--- src/rtl/wash_seq_if.sv ---
`default_nettype none
// ============================================================================
// Module      : wash_seq_if
// Description : Control, duration, sensor and actuator bundle for wash_seq.
// Revision    : 1.0 - initial release
// ============================================================================
interface wash_seq_if #(
    parameter int TW = 8
);
    logic          tick;
    logic          start;
    logic          abort;
    logic          pause;
    logic [TW-1:0] wash_time;
    logic [TW-1:0] rinse_time;
    logic [TW-1:0] spin_time;
    logic          level_full;
    logic          level_empty;
    logic          valve_in;
    logic          valve_out;
    logic          motor_on;
    logic          motor_fast;
    logic [2:0]    state;
    logic [TW-1:0] remaining;
    logic          busy;
    logic          done;

    modport master (
        output tick, start, abort, pause, wash_time, rinse_time, spin_time,
               level_full, level_empty,
        input  valve_in, valve_out, motor_on, motor_fast, state, remaining,
               busy, done
    );

    modport slave (
        input  tick, start, abort, pause, wash_time, rinse_time, spin_time,
               level_full, level_empty,
        output valve_in, valve_out, motor_on, motor_fast, state, remaining,
               busy, done
    );
endinterface
`default_nettype wire

--- src/rtl/wash_seq.sv ---
`default_nettype none
// ============================================================================
// Module      : wash_seq
// Description : Washing-machine sequencer: fill, wash, drain, rinse, spin.
// Revision    : 1.0 - initial release
// ============================================================================
module wash_seq #(
    parameter int TW      = 8,
    parameter int FILL_TO = 20
) (
    input  logic       clk,
    input  logic       rst_n,
    wash_seq_if.slave  bus
);
    localparam logic [2:0]    c_ST_IDLE  = 3'd0;
    localparam logic [2:0]    c_ST_FILL  = 3'd1;
    localparam logic [2:0]    c_ST_WASH  = 3'd2;
    localparam logic [2:0]    c_ST_DRAIN = 3'd3;
    localparam logic [2:0]    c_ST_RINSE = 3'd4;
    localparam logic [2:0]    c_ST_SPIN  = 3'd5;
    localparam logic [2:0]    c_ST_ERR   = 3'd7;
    localparam logic [TW-1:0] c_ONE      = TW'(1);
    localparam logic [TW-1:0] c_TMO_LAST = TW'(FILL_TO - 1);

    logic [2:0]    r_state, w_state_d;
    logic [TW-1:0] r_timer, w_timer_d;
    logic [TW-1:0] r_tmo, w_tmo_d;
    logic [TW-1:0] r_wash, r_rinse, r_spin;
    logic          r_rinse_pass, w_rp_d;
    logic          r_aborting, w_ab_d;
    logic          r_done, w_done_d;
    logic          w_state_en, w_timer_en, w_tmo_en, w_dur_en, w_rp_en, w_ab_en;
    logic          w_timed;
    logic          w_act;

    always_comb begin
        w_state_en = 1'b0;  w_state_d = r_state;
        w_timer_en = 1'b0;  w_timer_d = r_timer;
        w_tmo_en   = 1'b0;  w_tmo_d   = r_tmo;
        w_rp_en    = 1'b0;  w_rp_d    = r_rinse_pass;
        w_ab_en    = 1'b0;  w_ab_d    = r_aborting;
        w_dur_en   = 1'b0;
        w_done_d   = 1'b0;
        case (r_state)
            c_ST_IDLE: begin
                if (bus.start && !bus.abort) begin
                    w_state_en = 1'b1;  w_state_d = c_ST_FILL;
                    w_dur_en   = 1'b1;
                    w_rp_en    = 1'b1;  w_rp_d    = 1'b0;
                    w_ab_en    = 1'b1;  w_ab_d    = 1'b0;
                    w_tmo_en   = 1'b1;  w_tmo_d   = '0;
                end
            end
            c_ST_ERR: begin
                if (bus.abort) begin
                    w_state_en = 1'b1;  w_state_d = c_ST_IDLE;
                end
            end
            default: begin
                if (bus.abort) begin
                    w_ab_en = 1'b1;  w_ab_d = 1'b1;
                    if (r_state != c_ST_DRAIN) begin
                        w_state_en = 1'b1;  w_state_d = c_ST_DRAIN;
                        w_tmo_en   = 1'b1;  w_tmo_d   = '0;
                    end else if (bus.tick && !bus.pause && r_tmo < c_TMO_LAST) begin
                        // Keep timing the drain, but saturate so a held abort cannot wrap it
                        w_tmo_en = 1'b1;  w_tmo_d = r_tmo + c_ONE;
                    end
                end else if (!bus.pause) begin
                    case (r_state)
                        c_ST_FILL: begin
                            if (bus.level_full) begin
                                w_state_en = 1'b1;
                                w_timer_en = 1'b1;
                                w_state_d  = r_rinse_pass ? c_ST_RINSE : c_ST_WASH;
                                w_timer_d  = r_rinse_pass ? r_rinse : r_wash;
                            end else if (bus.tick) begin
                                if (r_tmo >= c_TMO_LAST) begin
                                    w_state_en = 1'b1;  w_state_d = c_ST_ERR;
                                end else begin
                                    w_tmo_en = 1'b1;  w_tmo_d = r_tmo + c_ONE;
                                end
                            end
                        end
                        c_ST_DRAIN: begin
                            if (bus.level_empty) begin
                                w_state_en = 1'b1;
                                if (r_aborting) begin
                                    w_state_d = c_ST_IDLE;
                                end else if (!r_rinse_pass) begin
                                    w_state_d = c_ST_FILL;
                                    w_rp_en   = 1'b1;  w_rp_d  = 1'b1;
                                    w_tmo_en  = 1'b1;  w_tmo_d = '0;
                                end else begin
                                    w_state_d  = c_ST_SPIN;
                                    w_timer_en = 1'b1;  w_timer_d = r_spin;
                                end
                            end else if (bus.tick) begin
                                if (r_tmo >= c_TMO_LAST) begin
                                    w_state_en = 1'b1;  w_state_d = c_ST_ERR;
                                end else begin
                                    w_tmo_en = 1'b1;  w_tmo_d = r_tmo + c_ONE;
                                end
                            end
                        end
                        c_ST_WASH, c_ST_RINSE, c_ST_SPIN: begin
                            if (bus.tick) begin
                                // A timer of 0 or 1 both expire on this tick, so T=0 acts as T=1
                                if (r_timer <= c_ONE) begin
                                    w_state_en = 1'b1;
                                    if (r_state == c_ST_SPIN) begin
                                        w_state_d = c_ST_IDLE;
                                        w_done_d  = 1'b1;
                                    end else begin
                                        w_state_d = c_ST_DRAIN;
                                        w_tmo_en  = 1'b1;  w_tmo_d = '0;
                                    end
                                end else begin
                                    w_timer_en = 1'b1;  w_timer_d = r_timer - c_ONE;
                                end
                            end
                        end
                        default: begin
                        end
                    endcase
                end
            end
        endcase
    end

    always_ff @(posedge clk or negedge rst_n) begin
        if (!rst_n)          r_state <= c_ST_IDLE;
        else if (w_state_en) r_state <= w_state_d;
    end

    always_ff @(posedge clk or negedge rst_n) begin
        if (!rst_n)          r_timer <= '0;
        else if (w_timer_en) r_timer <= w_timer_d;
    end

    always_ff @(posedge clk or negedge rst_n) begin
        if (!rst_n)        r_tmo <= '0;
        else if (w_tmo_en) r_tmo <= w_tmo_d;
    end

    always_ff @(posedge clk or negedge rst_n) begin
        if (!rst_n) begin
            r_wash  <= '0;
            r_rinse <= '0;
            r_spin  <= '0;
        end else if (w_dur_en) begin
            r_wash  <= bus.wash_time;
            r_rinse <= bus.rinse_time;
            r_spin  <= bus.spin_time;
        end
    end

    always_ff @(posedge clk or negedge rst_n) begin
        if (!rst_n)       r_rinse_pass <= 1'b0;
        else if (w_rp_en) r_rinse_pass <= w_rp_d;
    end

    always_ff @(posedge clk or negedge rst_n) begin
        if (!rst_n)       r_aborting <= 1'b0;
        else if (w_ab_en) r_aborting <= w_ab_d;
    end

    always_ff @(posedge clk or negedge rst_n) begin
        if (!rst_n) r_done <= 1'b0;
        else        r_done <= w_done_d;
    end

    assign w_timed = (r_state == c_ST_WASH) || (r_state == c_ST_RINSE) || (r_state == c_ST_SPIN);
    assign w_act   = ~bus.pause;

    assign bus.valve_in   = w_act && (r_state == c_ST_FILL);
    assign bus.valve_out  = w_act && ((r_state == c_ST_DRAIN) || (r_state == c_ST_SPIN));
    assign bus.motor_on   = w_act && w_timed;
    assign bus.motor_fast = w_act && (r_state == c_ST_SPIN);
    assign bus.state      = r_state;
    assign bus.remaining  = w_timed ? r_timer : '0;
    assign bus.busy       = (r_state != c_ST_IDLE);
    assign bus.done       = r_done;
endmodule
`default_nettype wire

--- src/flat_wrapper.sv ---
// flat-port wrapper written by rule: the top's interface ports become plain ports
module wash_seq_flat 
#(
    parameter int TW      = 8,
    parameter int FILL_TO = 20
)
  (clk, rst_n, bus_tick, bus_start, bus_abort, bus_pause, bus_wash_time, bus_rinse_time, bus_spin_time, bus_level_full, bus_level_empty, bus_valve_in, bus_valve_out, bus_motor_on, bus_motor_fast, bus_state, bus_remaining, bus_busy, bus_done);
  wash_seq_if #(.TW(TW)) bus_i ();
  input  logic clk;
  input  logic rst_n;
  input wire logic [$bits(bus_i.tick)-1:0] bus_tick;
  input wire logic [$bits(bus_i.start)-1:0] bus_start;
  input wire logic [$bits(bus_i.abort)-1:0] bus_abort;
  input wire logic [$bits(bus_i.pause)-1:0] bus_pause;
  input wire logic [$bits(bus_i.wash_time)-1:0] bus_wash_time;
  input wire logic [$bits(bus_i.rinse_time)-1:0] bus_rinse_time;
  input wire logic [$bits(bus_i.spin_time)-1:0] bus_spin_time;
  input wire logic [$bits(bus_i.level_full)-1:0] bus_level_full;
  input wire logic [$bits(bus_i.level_empty)-1:0] bus_level_empty;
  output wire logic [$bits(bus_i.valve_in)-1:0] bus_valve_in;
  output wire logic [$bits(bus_i.valve_out)-1:0] bus_valve_out;
  output wire logic [$bits(bus_i.motor_on)-1:0] bus_motor_on;
  output wire logic [$bits(bus_i.motor_fast)-1:0] bus_motor_fast;
  output wire logic [$bits(bus_i.state)-1:0] bus_state;
  output wire logic [$bits(bus_i.remaining)-1:0] bus_remaining;
  output wire logic [$bits(bus_i.busy)-1:0] bus_busy;
  output wire logic [$bits(bus_i.done)-1:0] bus_done;
  assign bus_i.tick = bus_tick;
  assign bus_i.start = bus_start;
  assign bus_i.abort = bus_abort;
  assign bus_i.pause = bus_pause;
  assign bus_i.wash_time = bus_wash_time;
  assign bus_i.rinse_time = bus_rinse_time;
  assign bus_i.spin_time = bus_spin_time;
  assign bus_i.level_full = bus_level_full;
  assign bus_i.level_empty = bus_level_empty;
  assign bus_valve_in = bus_i.valve_in;
  assign bus_valve_out = bus_i.valve_out;
  assign bus_motor_on = bus_i.motor_on;
  assign bus_motor_fast = bus_i.motor_fast;
  assign bus_state = bus_i.state;
  assign bus_remaining = bus_i.remaining;
  assign bus_busy = bus_i.busy;
  assign bus_done = bus_i.done;
  wash_seq #(.TW(TW), .FILL_TO(FILL_TO)) u_core (.clk(clk), .rst_n(rst_n), .bus(bus_i));
endmodule
--- config.mk ---
export PLATFORM = sky130hd
export DESIGN_NAME = wash_seq_flat
export DESIGN_NICKNAME = d
export VERILOG_FILES = /design/src/rtl/wash_seq_if.sv /design/src/rtl/wash_seq.sv /design/src/flat_wrapper.sv
export SDC_FILE = /design/constraint.sdc
export NUM_CORES = 1
export LEC_CHECK = 0
export CAP_MARGIN = 20
export CORE_MARGIN = 4
export CORE_UTILIZATION = 30
export DETAILED_ROUTE_END_ITERATION = 8
export PLACE_DENSITY = 0.63
export SLEW_MARGIN = 20
export SYNTH_ARGS = -nofsm -noshare
export SYNTH_HDL_FRONTEND = slang
export SYNTH_SLANG_ARGS = --single-unit
--- constraint.sdc ---
create_clock -name clk -period 2.9 [get_ports clk]
set_input_delay 0.58 -clock clk [delete_from_list [all_inputs] [get_ports clk]]
set_output_delay 0.58 -clock clk [all_outputs]
set_load 0.01 [all_outputs]
Word level (Yosys, flattened, before mapping)
Cells that the tools add are included. Widths: inputs -> output; s select.

Output and inout port bits: 17. Bits of input ports: 32. Register bits: 46.

Bitwise operators: 4. Reductions and logical operators: 26. Add/sub/neg operators: 2. $lt $le $gt $ge: 3. Mux-type cells: 103. Equal/unequal tests: 27.

Operator list (count): $mux 8 (22); $mux 1 (52); $pmux 8 s3 (2); $mux 3 (14); $pmux 8 s2 (1); $reduce_and 8->1 (2); $ne 2x2->1 const B (7); $ne 4x4->1 const B (3); $pmux 1 s2 (6); $reduce_and 12->1 (1); $reduce_and 11->1 (1); $ne 5x5->1 const B (2); $eq 3x3->1 const B (3); $pmux 1 s3 (3); $pmux 3 s3 (1); $add 8x1->8 const B (1); $ge 8x5->1 const B (1); $le 8x1->1 const B (1); $lt 8x5->1 const B (1); $ne 2x1->1 const B (4); $ne 4x1->1 const B (2); $sub 8x1->8 const B (1); $logic_and 1x1->1 (7); $eq 3x2->1 const B (2); other kinds (15) (25).

Logic depth before layout (Yosys ltp)
Word-level depth: 9. Mapped depth: 9.

Least setup slack after synthesis
Ideal clock, no wire load.

Path type: flip-flop to flip-flop. From: register u_core.r_timer[6]. To: register u_core.r_state[0], in the netlist u_core.bus.state[0]. Arrival time: 2159 ps. Path buffers: 0. Slack: 615 ps. Setup time: 126 ps. Data required time: 2774 ps. Stages on the path, launching flop included: 7. Cell sequence: dfrtp_1 > or4_4 > nor4_4 > nand3b_1 > and3b_1 > or3b_1 > o32a_1.

Longest elaborated chain between the ends: 8. Elaborated cells between the ends (all ways): 9. Those cells by class: 1 x order compare; 1 x eq/ne; 6 x mux; 1 x reduce/logical.

RTL lines: from (decl) (RTL line wash_seq.sv:26) `logic [TW-1:0] r_timer, w_timer_d;`; from (signal assigned) (RTL line wash_seq.sv:138) `else if (w_timer_en) r_timer <= w_timer_d;`; $le 8x1->1 (*) (RTL line wash_seq.sv:109) `if (r_timer <= c_ONE) begin`; $mux 1 (RTL line wash_seq.sv:109); $mux 1 (RTL line wash_seq.sv:107) `if (bus.tick) begin`; $pmux 1 s3 (RTL line wash_seq.sv:70) `case (r_state)`; $mux 1 (RTL line wash_seq.sv:69) `end else if (!bus.pause) begin`; $mux 1 (RTL line wash_seq.sv:60) `if (bus.abort) begin`; $pmux 1 s2 (RTL line wash_seq.sv:44) `case (r_state)`; $reduce_and 8->1 (no source line) (*); to (signal assigned) (RTL line wash_seq.sv:132) `if (!rst_n) r_state <= c_ST_IDLE;`; to (signal assigned) (RTL line wash_seq.sv:133) `else if (w_state_en) r_state <= w_state_d;`; to (decl) (RTL line wash_seq.sv:25) `logic [2:0] r_state, w_state_d;`.

Every way passes the cells marked *; elsewhere a longest branch is shown, timed or not. A chain may end at the register's enable or synchronous reset.

Worst setup path in the final report
From: input bus_pause. To: output bus_valve_in.

Longest elaborated chain between the ends: 2.

RTL lines: from (decl) (RTL line flat_wrapper.sv:14) `input wire logic [$bits(bus_i.pause)-1:0] bus_pause;`; $not 1->1 (no source line); $logic_and 1x1->1 (RTL line wash_seq.sv:176) `assign bus.valve_in = w_act && (r_state == c_ST_FILL);`; to (decl) (RTL line flat_wrapper.sv:20) `output wire logic [$bits(bus_i.valve_in)-1:0] bus_valve_in;`.

Every way passes these cells.

==> metrics.log <==
INFO  metric grt_start_max_net_pins = 27
INFO  metric worst-slew-pin-transition = 0.6638 ns
INFO  metric globalplace.congestion = 0.9434
INFO  metric global_route_wire_length_before_repair = 11.95 mm
INFO  metric antenna_left = 0
INFO  metric initial_utilization = 31.01%
INFO  metric io-pin-count = 49
INFO  metric yosysWarnings = 0
INFO  metric insertion_delay = 0.30 ns
INFO  metric drtIter0Drc = 123
INFO  metric h-tree-depth = 2
INFO  metric die_h = 103.2 um
INFO  metric detailed_place_hpwl = 5.643 mm
INFO  metric die_width = 103.2 um
INFO  metric port-buffer-count = 48
INFO  metric mostFrequentLayoutCell = clkdlybuf4s50_1
INFO  metric cts_made_buffers = 5
INFO  metric final_nets = 373
INFO  metric worstPathBufferInverterCount = 2
INFO  metric grt_remaining_overflow = 0
INFO  metric share_of_the_yosys_chip_area_belonging_to_registers = 42.36%
INFO  metric async_reset_ff_share = 100.0%
INFO  metric slowest_stage = clkdlybuf4s50_1
INFO  metric criticalPathCategory = in -> out
INFO  metric tns = 0 ns
INFO  metric synthesis.nets = 315
INFO  metric critPathCaptureType = primary output
INFO  metric first_global_vias = 2408
INFO  metric clkTransAtPathRegs = 0.09 ns
INFO  metric route.detailed.drc = 0
INFO  metric filler_cell_count = 881
INFO  metric cts_setup_buffers = 0
INFO  metric fp-row-count = 34
INFO  metric p_per_area = 861.7 nW/um^2
INFO  metric synth_enable_flop_cells = 0
INFO  metric report.final.slew_viol_count = 0
INFO  metric hold_viol_final = 0
INFO  metric total_leakage_power = 1.482 nW
INFO  metric critical_path_cell_by_cell = clkdlybuf4s50_1 > nand2b_1 > nand2b_1 > nor2_1 > clkdlybuf4s50_1
INFO  metric setup_repair_after_global_routing_missed_its_margin = false
INFO  metric synth_ff_type = dfrtp_1
INFO  metric maxCapViolCount = 0
INFO  metric number_of_antenna_violations_at_the_first_check_in_global_routing = 0
INFO  metric area.growth.synth_to_final = 28.82%
INFO  metric syn-cell-area = 2718 um^2
INFO  metric fin_total_pwr = 3.017 mW
INFO  metric slew_limit_headroom = 55.41%
INFO  metric most-common-layout-cells = 47 x clkdlybuf4s50_1, 46 x dfrtp_1, 27 x mux2_2
INFO  metric critical_path.startpoint_type = input port
INFO  metric max_stage_delay = 0.54 ns
INFO  metric drive_above_1_share = 19.47%
INFO  metric timing.critical_path.max_delay_family = buffers and inverters
INFO  metric netlist-cell-type-count = 57
INFO  metric post_synth.cell_area_avg = 9.706 um^2
INFO  metric finClkSkew = 0.01155 ns
INFO  metric cts_repair_resize_count = 0
INFO  metric vias_per_cell = 5.264
INFO  metric drt_pass1_iterations = 4
INFO  metric report.final.setup_viol = 0
INFO  metric worst-endpoint-required = 2.32 ns
INFO  metric num_antenna_cells = 0
INFO  metric worstPathArrival = 2.12 ns
INFO  metric min-delay-path-class = in -> async
INFO  metric layout_min_cycle_time = 2.696 ns
INFO  metric tritoncts_num_sinks = 46
INFO  metric grt.total_usage = 14.48%
INFO  metric wirelength = 7.455 mm
INFO  metric cts_tree = done
INFO  metric achievable_freq = 370.9 MHz
INFO  metric post_drt_wl_per_cell = 16.68 um
INFO  metric total_die_area = 10650 um^2
INFO  metric cts_root_buf = clkbuf_8
INFO  metric via_count = 2353
INFO  metric period_share = 92.97%
INFO  metric vdd_drop_max = 0.0002815 V
INFO  metric status = completed
INFO  metric core-area = 8763 um^2
INFO  metric critical_path_peak_fanout = 3
INFO  metric cts-hold-fix-buffers = 0
INFO  metric clockBufferDepth = 2
INFO  metric synth-seq-cells = 46
INFO  metric synth_cells = 280
[state kept, by name, indices dropped and copies added, names as in the netlist]
name and flops:
u_core.r_wash 8, u_core.r_spin 8, u_core.bus.state 3, u_core.r_tmo 8, u_core.bus.done 1, u_core.r_rinse_pass 1, u_core.r_rinse 8, u_core.r_aborting 1
u_core.r_timer 8
[logic make-up (layout without fill, tap and decap cells)]
group                      Yosys count  in the layout  synth area share, %
DFF                                 46             46                42.36
xor gates and xnor gates             3              3               0.9670
and+or+nand+nor                     97             97                19.57
buffers and inverters               25             84                3.637
AOI/OAI and AO/OA                   73             73                18.69
adders and majority gates            3              3                1.381
muxes                               33             33                13.40
[synthesized netlist by cell type, types with 3 or more instances]
cell / number / area (um^2)
dfrtp_1: 46 / 1151
o21ai_0: 22 / 110.1
a221oi_1: 5 / 43.79
ha_1: 3 / 37.54
clkbuf_1: 11 / 41.29
o211ai_1: 3 / 22.52
mux2_2: 27 / 304.0
buf_1: 3 / 11.26
nor3b_1: 4 / 30.03
nand2_1: 19 / 71.32
mux2i_1: 6 / 60.06
nand3_1: 5 / 25.02
nand2b_1: 7 / 43.79
nor2b_1: 10 / 62.56
o221ai_1: 3 / 26.28
nor2_1: 23 / 86.33
inv_1: 7 / 26.28
buf_2: 4 / 20.02
a31oi_1: 3 / 18.77
o31ai_1: 4 / 30.03
nor3_1: 9 / 45.04
a21oi_1: 12 / 60.06
[worst register-to-register path, delay by kind of cell, from the launching register on]
family	cells	cell delay (ns)
AOI/OAI and AO/OA	1	0.34
DFF	1	0.43
and+or+nand+nor	5	1.63
[power by group]
part	leakage, nW	total, mW	internal (mW)	switching, mW
Clock	0.0483	0.395	0.170	0.225
Combinational	0.835	1.57	0.757	0.812
Sequential	0.598	1.05	0.866	0.187
[metal layers]
layer	global-route usage, %	up-vias	part of all wire (%)
met4	5.378	0	1.4
li1	-	1141	-
met5	0	-	0
met1	19.26	1146	45
met3	2.280	6	4.0
met2	23.83	60	50
[per-stage QoR]
step	instances	setup slack (ns)	util [%]	hold slack [ns]	instance area (um^2)
after CTS	447	0.1736	39.95	0.2946	3501
after global placement	439	0.1857	38.95	0.4727	3413
after detailed placement	439	0.1679	38.95	0.4807	3413
after global routing	447	0.05445	39.95	0.3293	3501
after floorplan	280	0.6146	-	0.2844	2718
final	447	0.2038	39.95	0.2792	3501
[path summary, 6_finish.rpt]
check	from	end	slack, ns	depth (start not counted)
max	bus_pause	bus_valve_in	0.20	5
min	rst_n	u_core.r_wash[3]	0.28	1
max reg2reg	u_core.r_timer[6]	u_core.bus.state[0]	0.38	6
min reg2reg	u_core.r_tmo[4]	u_core.r_tmo[4]	0.49	1
max in group asynchronous	rst_n	u_core.r_spin[4]	2.02	2
min in group clk	u_core.r_tmo[4]	u_core.r_tmo[4]	0.49	1
[cell type report]
cell class	instances	area, um^2	share of cell area (%)
inverters	7	26.28	0.7505
multi-input cells	209	1468	41.92
clock buffers	5	68.82	1.966
repair buffers	69	633.1	18.08
well taps	108	135.1	3.860
clock inverters	3	18.77	0.5361
flip-flops and latches	46	1151	32.88
Note: power is estimated with default switching activity, not from simulation.
